## src/rtl/psc_pkg.sv

```systemverilog
// Shared types and constants for the pattern scan controller.
package psc_pkg;

    localparam int unsigned BYTE_W  = 8;
    localparam int unsigned MAX_LEN = 8;

    typedef enum logic [1:0] {
        IDLE  = 2'd0,
        SHIFT = 2'd1,
        DONE  = 2'd2
    } state_t;

    // Map a raw length request onto the supported range 1..MAX_LEN.
    function automatic logic [3:0] eff_len(input logic [3:0] len);
        logic [3:0] res;
        res = len;
        if (len == 4'd0) begin
            res = 4'd1;
        end else if (len > 4'(MAX_LEN)) begin
            res = 4'(MAX_LEN);
        end
        return res;
    endfunction

    // Low-order mask covering the newest len history bits.
    function automatic logic [BYTE_W-1:0] len_mask(input logic [3:0] len);
        logic [BYTE_W-1:0] mask;
        mask = '0;
        for (int unsigned i = 0; i < MAX_LEN; i++) begin
            if (i < 32'(len)) begin
                mask[i] = 1'b1;
            end
        end
        return mask;
    endfunction

endpackage

```

## src/rtl/pattern_match_core.sv

```systemverilog
// Bit history, per-frame bit counter and pattern comparator.
module pattern_match_core
    import psc_pkg::*;
(
    input  logic              clk,
    input  logic              reset,
    input  logic              clear,
    input  logic              shift_en,
    input  logic              bit_in,
    input  logic [BYTE_W-1:0] pattern,
    input  logic [3:0]        len,
    output logic              hit
);

    logic [BYTE_W-1:0] history;
    logic [3:0]        seen;
    logic [BYTE_W-1:0] window;

    // Compare the history including the current bit against the pattern.
    always_comb begin
        window = {history[BYTE_W-2:0], bit_in};
        hit    = shift_en
                 && (seen >= (len - 4'd1))
                 && (((window ^ pattern) & len_mask(len)) == '0);
    end

    // Shift history and count frame bits, saturating at the longest pattern.
    always_ff @(posedge clk) begin
        if (reset || clear) begin
            history <= '0;
            seen    <= '0;
        end else if (shift_en) begin
            history <= window;
            if (seen != 4'(MAX_LEN)) begin
                seen <= seen + 4'd1;
            end
        end
    end

endmodule

```

## src/rtl/pattern_scan_ctrl.sv

```systemverilog
// Byte-serialising pattern scanner with per-frame match counting.
// Optional feature: define PSC_SATURATE_EN to make match_count saturate
// at all-ones instead of wrapping.
module pattern_scan_ctrl
    import psc_pkg::*;
#(
    parameter int unsigned CNT_W = 16
) (
    input  logic              clk,
    input  logic              reset,
    input  logic              cfg_we,
    input  logic [BYTE_W-1:0] cfg_pattern,
    input  logic [3:0]        cfg_len,
    input  logic [BYTE_W-1:0] byte_in,
    input  logic              byte_valid,
    input  logic              frame_last,
    output logic              byte_ready,
    output logic              match_pulse,
    output logic [CNT_W-1:0]  match_count,
    output logic              busy,
    output logic              done
);

    state_t            state_q, state_d;
    logic [BYTE_W-1:0] shreg;
    logic [2:0]        bit_idx;
    logic              last_q;
    logic              busy_q;
    logic [BYTE_W-1:0] pattern_q;
    logic [3:0]        len_q;
    logic              accept;
    logic              first_byte;
    logic              shift_en;
    logic              hit;

    assign busy        = busy_q;
    assign accept      = byte_valid && byte_ready;
    assign first_byte  = accept && !busy_q;
    assign shift_en    = (state_q == SHIFT);

    pattern_match_core u_core (
        .clk      (clk),
        .reset    (reset),
        .clear    (first_byte),
        .shift_en (shift_en),
        .bit_in   (shreg[BYTE_W-1]),
        .pattern  (pattern_q),
        .len      (len_q),
        .hit      (hit)
    );

    // State register.
    always_ff @(posedge clk) begin
        if (reset) begin
            state_q <= IDLE;
        end else begin
            state_q <= state_d;
        end
    end

    // Next-state logic plus state-decoded handshake and done outputs.
    always_comb begin
        state_d    = state_q;
        byte_ready = 1'b0;
        done       = 1'b0;
        case (state_q)
            IDLE: begin
                byte_ready = 1'b1;
                if (byte_valid) begin
                    state_d = SHIFT;
                end
            end
            SHIFT: begin
                if (bit_idx == 3'd7) begin
                    state_d = last_q ? DONE : IDLE;
                end
            end
            DONE: begin
                done    = 1'b1;
                state_d = IDLE;
            end
            default: state_d = IDLE;
        endcase
    end

    // Byte capture, MSB-first serialisation, frame tracking and config latch.
    always_ff @(posedge clk) begin
        if (reset) begin
            shreg     <= '0;
            bit_idx   <= '0;
            last_q    <= 1'b0;
            busy_q    <= 1'b0;
            pattern_q <= '0;
            len_q     <= 4'd1;
        end else begin
            if (accept) begin
                shreg   <= byte_in;
                bit_idx <= '0;
                last_q  <= frame_last;
                busy_q  <= 1'b1;
            end else if (shift_en) begin
                shreg   <= {shreg[BYTE_W-2:0], 1'b0};
                bit_idx <= bit_idx + 3'd1;
            end else if (state_q == DONE) begin
                busy_q  <= 1'b0;
            end
            if (cfg_we && !busy_q) begin
                pattern_q <= cfg_pattern;
                len_q     <= eff_len(cfg_len);
            end
        end
    end

    // Registered match pulse and per-frame match counter.
    always_ff @(posedge clk) begin
        if (reset) begin
            match_pulse <= 1'b0;
            match_count <= '0;
        end else begin
            match_pulse <= hit;
            if (first_byte) begin
                match_count <= '0;
            end else if (hit) begin
`ifdef PSC_SATURATE_EN
                if (match_count != '1) begin
                    match_count <= match_count + 1'b1;
                end
`else
                match_count <= match_count + 1'b1;
`endif
            end
        end
    end

endmodule

```

## config.mk

```make
export PLATFORM = sky130hd
export DESIGN_NAME = pattern_scan_ctrl
export DESIGN_NICKNAME = d
export VERILOG_FILES = /design/src/rtl/psc_pkg.sv /design/src/rtl/pattern_match_core.sv /design/src/rtl/pattern_scan_ctrl.sv
export SDC_FILE = /design/constraint.sdc
export NUM_CORES = 1
export LEC_CHECK = 0
export CAP_MARGIN = 20
export CORE_MARGIN = 1.5
export CORE_UTILIZATION = 58
export DETAILED_ROUTE_END_ITERATION = 16
export DONT_BUFFER_PORTS = 1
export PLACE_DENSITY_LB_ADDON = 0.15
export SLEW_MARGIN = 25
export SYNTH_ARGS = -nofsm -noshare
export SYNTH_HDL_FRONTEND = slang
export SYNTH_HIERARCHICAL = 1
export SYNTH_SLANG_ARGS = --single-unit
```

## constraint.sdc

```tcl
create_clock -name clk -period 5.7 [get_ports clk]
set_clock_uncertainty 0.1 [all_clocks]
set_input_delay 1.14 -clock clk [delete_from_list [all_inputs] [get_ports clk]]
set_output_delay 1.14 -clock clk [all_outputs]
set_load 0.02 [all_outputs]
```

==> tab_implementation.tex <==
\begin{tabular}{lr}
\hline
Metric & Value \\
\hline
\multicolumn{2}{l}{\textbf{Clocking}} \\
Largest buffer count on any clock path & 2 \\
Root cell of the clock tree & clkbuf\_8 \\
Post-CTS clock slew at the launch and capture registers of the worst setup and hold paths & 90 ps \\
CTS Sinks & 55 \\
Total setup buffers inserted after CTS & 0 \\
Clock buffers created by TritonCTS & 5 \\
CTS tree & done \\
Clock H-tree levels & 2 \\
Clock latency at the later pin of the worst-skew pair & 310 ps \\
Cells resized by post-CTS repair & 0 \\
\# hold bufs at CTS & 0 \\
\multicolumn{2}{l}{\textbf{Setup path}} \\
Worst reg-to-reg setup slack & 2310 ps \\
Required time at the endpoint of the critical path & 5840 ps \\
Critical path endpoint category & register \\
Capturing point of the worst reg2reg path & match\_count[15]\$\_SDFFE\_PP0P\_ \\
Critical path data arrival time & 3530 ps \\
Kind of launch point of the worst setup path & register \\
Worst r2r src & len\_q[0]\$\_SDFFE\_PP1P\_ \\
Crit-path max FO & 11 \\
Worst Reg2Reg Path Length in Cells & 12 \\
Worst setup path class & register to register \\
\multicolumn{2}{l}{\textbf{Timing}} \\
Post-route minimum period & 3390 ps \\
Final worst-path cycle share & 59.5\% \\
Setup TNS & 0 ps \\
Max-slew violation total from the final report & 0 \\
Slew margin rel. & 36.7\% \\
Transition time at the pin with the least slew margin & 945 ps \\
Maximum achievable frequency & 295 MHz \\
Final setup violating endpoints & 0 \\
Setup WS post-layout & 2310 ps \\
Setup repair after global routing missed its margin & false \\
Hold violation count in the final report & 0 \\
\multicolumn{2}{l}{\textbf{Die}} \\
Starting utilization of the core area & 61.8\% \\
Die area & 4790 µm² \\
Width of the chip & 69.2 µm \\
Cell row count & 23 \\
DIE HEIGHT & 69.2 µm \\
I/O pin cnt & 45 \\
Core Area & 4120 µm² \\
\multicolumn{2}{l}{\textbf{Logic synthesis}} \\
Async SR Flop Fraction & 0\% \\
YS warnings & 6 \\
Synthesized flop and latch total & 55 \\
Count of flip-flops with a built-in enable after synthesis & 0 \\
Most instantiated flip-flop cell in the synthesis netlist & dfxtp\_1 \\
Largest cells by area after synthesis & dfxtp\_1 (43\%), ha\_1 (5.9\%), nor2\_1 (5.5\%), mux2i\_1 (5.1\%), nand2\_1 (5.0\%) \\
Proportion of netlist area held by the largest area contributor & 43.3\% \\
Synthesized instance count & 290 \\
Number of distinct library cell variants in the gate-level netlist after synthesis & 38 \\
Average cell area after synthesis & 8.76 µm² \\
Register area share after synthesis & 43.3\% \\
Cell type contributing the most total cell area after synthesis & dfxtp\_1 \\
Post-synth net total & 327 \\
Cell area after synthesis & 2540 µm² \\
\multicolumn{2}{l}{\textbf{Finish}} \\
Filler instances & 349 \\
Multi-input logic area & 1360 µm² \\
Fin nets & 321 \\
Share of final-layout standard cells stronger than drive strength 1 & 5.96\% \\
ANT cells & 0 \\
Area taken by flip-flops and latches & 1100 µm² \\
Post-synthesis to final-layout area growth & 5.17\% \\
\multicolumn{2}{l}{\textbf{Route}} \\
Number of detailed-routing iterations run before antenna repair & 4 \\
Routed via count divided by cell count & 5.70 \\
Residual antenna-violating net count after detailed routing & 0 \\
Post-detailed-route DRC marker count & 0 \\
Detailed-route wire length & 4720 µm \\
Number of vias after detailed routing & 1908 \\
Number of violations reported at the end of detailed-routing iteration 0 & 131 \\
Routed length per instance & 14.1 µm \\
\multicolumn{2}{l}{\textbf{Placement}} \\
Placer's final routability congestion estimate & 0.907 \\
Number of I/O port buffers & 0 \\
Setup WS pre-CTS & 2380 ps \\
Detailed Place HPWL & 3450 µm \\
\multicolumn{2}{l}{\textbf{Global route}} \\
Remaining global-route overflow & 0 \\
Initial antenna violation count & 0 \\
Overall fraction of global-route tracks in use & 20.0\% \\
Number of global-route vias before repair & 1755 \\
Pin count of the biggest net entering global routing & 33 \\
Global-route wire length before repair & 7980 µm \\
\multicolumn{2}{l}{\textbf{Worst hold path}} \\
Hold WC Path Type & register to register \\
Hold Path Sink & state\_q[1]\$\_SDFFE\_PP0P\_ \\
WHS Path Cells & 2 \\
Hold path startpoint & last\_q\$\_SDFFE\_PP0P\_ \\
\multicolumn{2}{l}{\textbf{Power and ir drop}} \\
Leak & 1.00 nW \\
Worst supply voltage drop on vdd & 157 µV \\
Pwr dens & 278 nW/µm² \\
\multicolumn{2}{l}{\textbf{Outcome}} \\
Outcome & completed \\
\multicolumn{2}{l}{\textbf{Flow run}} \\
Max-cap viol count & 0 \\
\hline
\end{tabular}
-- synth_stat cells, types with 2 or more instances --
| cell type | n |
|---|---|
| a21oi_1 | 25 |
| a22oi_1 | 7 |
| and3_1 | 2 |
| buf_1 | 2 |
| buf_2 | 4 |
| clkbuf_1 | 8 |
| dfxtp_1 | 55 |
| ha_1 | 12 |
| inv_1 | 7 |
| mux2i_1 | 13 |
| nand2_1 | 34 |
| nand2b_1 | 2 |
| nand3_1 | 9 |
| nand3b_1 | 2 |
| nand4_1 | 5 |
| nor2_1 | 37 |
| nor2b_1 | 5 |
| nor3_1 | 6 |
| nor4_1 | 3 |
| o211ai_1 | 2 |
| o21a_1 | 2 |
| o21ai_0 | 5 |
| o22ai_1 | 2 |
| or2_2 | 2 |
| or3_1 | 3 |
| xnor2_1 | 12 |
| xor2_1 | 13 |
-- layer usage --
metal	vias up	share of wire, %	GRT usage [%]
li1	976	-	-
met1	879	47	25.9
met2	49	46	31.9
met3	4	6.3	7.56
met4	0	0.70	4.36
met5	-	0	0
-- layout by cell type (no fill, tap or decap), types with 7 or more instances in the layout --
| cell type | Yosys | routed |
|---|---|---|
| dfxtp_1 | 55 | 55 |
| xnor2_1 | 12 | 12 |
| nand2_1 | 34 | 34 |
| xor2_1 | 13 | 13 |
| a21oi_1 | 25 | 25 |
| nand3_1 | 9 | 9 |
| inv_1 | 7 | 7 |
| mux2i_1 | 13 | 13 |
| a22oi_1 | 7 | 7 |
| nor2_1 | 37 | 37 |
| ha_1 | 12 | 12 |
-- state kept, by name, summed over array words and instances (netlist names) --
register and cells:
match_count 16, pattern_q 8, shreg 8, u_core/history 7, len_q 4, u_core/seen 4, bit_idx 3, state_q 2
busy 1, last_q 1, match_pulse 1
-- worst max-delay path, stage by stage, from the launching register on --
cell and delay, ps:
dfxtp_1 410, inv_1 100, ha_1 240, xnor2_1 130, ha_1 280, o21a_1 100, o22ai_1 70, a311oi_1 220
and4b_1 520, nand4_4 200, or3_4 440, or3_1 350, a21oi_1 160
-- metrics by stage --
| step | cells | power [mW] | utilization, % | hold WS, ps | instance area [µm²] |
|---|---|---|---|---|---|
| 6_report | 335 | 0.742 | 64.9 | 352 | 2670 |
| 5_1_grt | 335 | 0.774 | 64.9 | 366 | 2670 |
| 4_1_cts | 335 | 0.749 | 64.9 | 352 | 2670 |
| 3_5_place_dp | 327 | 0.489 | 62.1 | 338 | 2560 |
| 3_3_place_gp | 327 | 0.488 | 62.1 | 332 | 2560 |
| 2_1_floorplan | 290 | 0.479 | - | 321 | 2540 |
-- worst max-delay path by stage --
stage,slack (ps),end,start
after floorplan,2880,match_count[14]$_SDFFE_PP0P_,len_q[0]$_SDFFE_PP1P_
after global placement,2490,match_count[14]$_SDFFE_PP0P_,len_q[0]$_SDFFE_PP1P_
after detailed placement,2380,match_count[15]$_SDFFE_PP0P_,len_q[0]$_SDFFE_PP1P_
after CTS,2350,match_count[15]$_SDFFE_PP0P_,len_q[0]$_SDFFE_PP1P_
after global routing,2100,match_count[15]$_SDFFE_PP0P_,len_q[0]$_SDFFE_PP1P_
final,2310,match_count[15]$_SDFFE_PP0P_,len_q[0]$_SDFFE_PP1P_
-- kinds of logic after synthesis --
logic type | count (synthesis) | synth area share (%)
fa+ha+maj | 13 | 6.35
buf+inv | 21 | 3.30
simple gates | 116 | 22.3
xor+xnor | 25 | 8.62
flops | 55 | 43.3
compound gates | 47 | 11.0
mux | 13 | 5.12
-- report_power, final --
group,internal [mW],switching (mW)
logic,0.0298,0.0405
registers,0.397,0.0126
clock network,0.133,0.129
total,0.560,0.182
-- layout make-up --
cell class | instances | area share, %
Clock buffer | 5 | 2.57
Clock inverter | 3 | 1.78
Inverter | 7 | 0.983
Multi-Input combinational cell | 214 | 50.8
Sequential cell | 55 | 41.2
Tap cell | 50 | 2.34
Timing Repair Buffer | 1 | 0.281
Note: power is estimated with default switching activity, not from simulation.
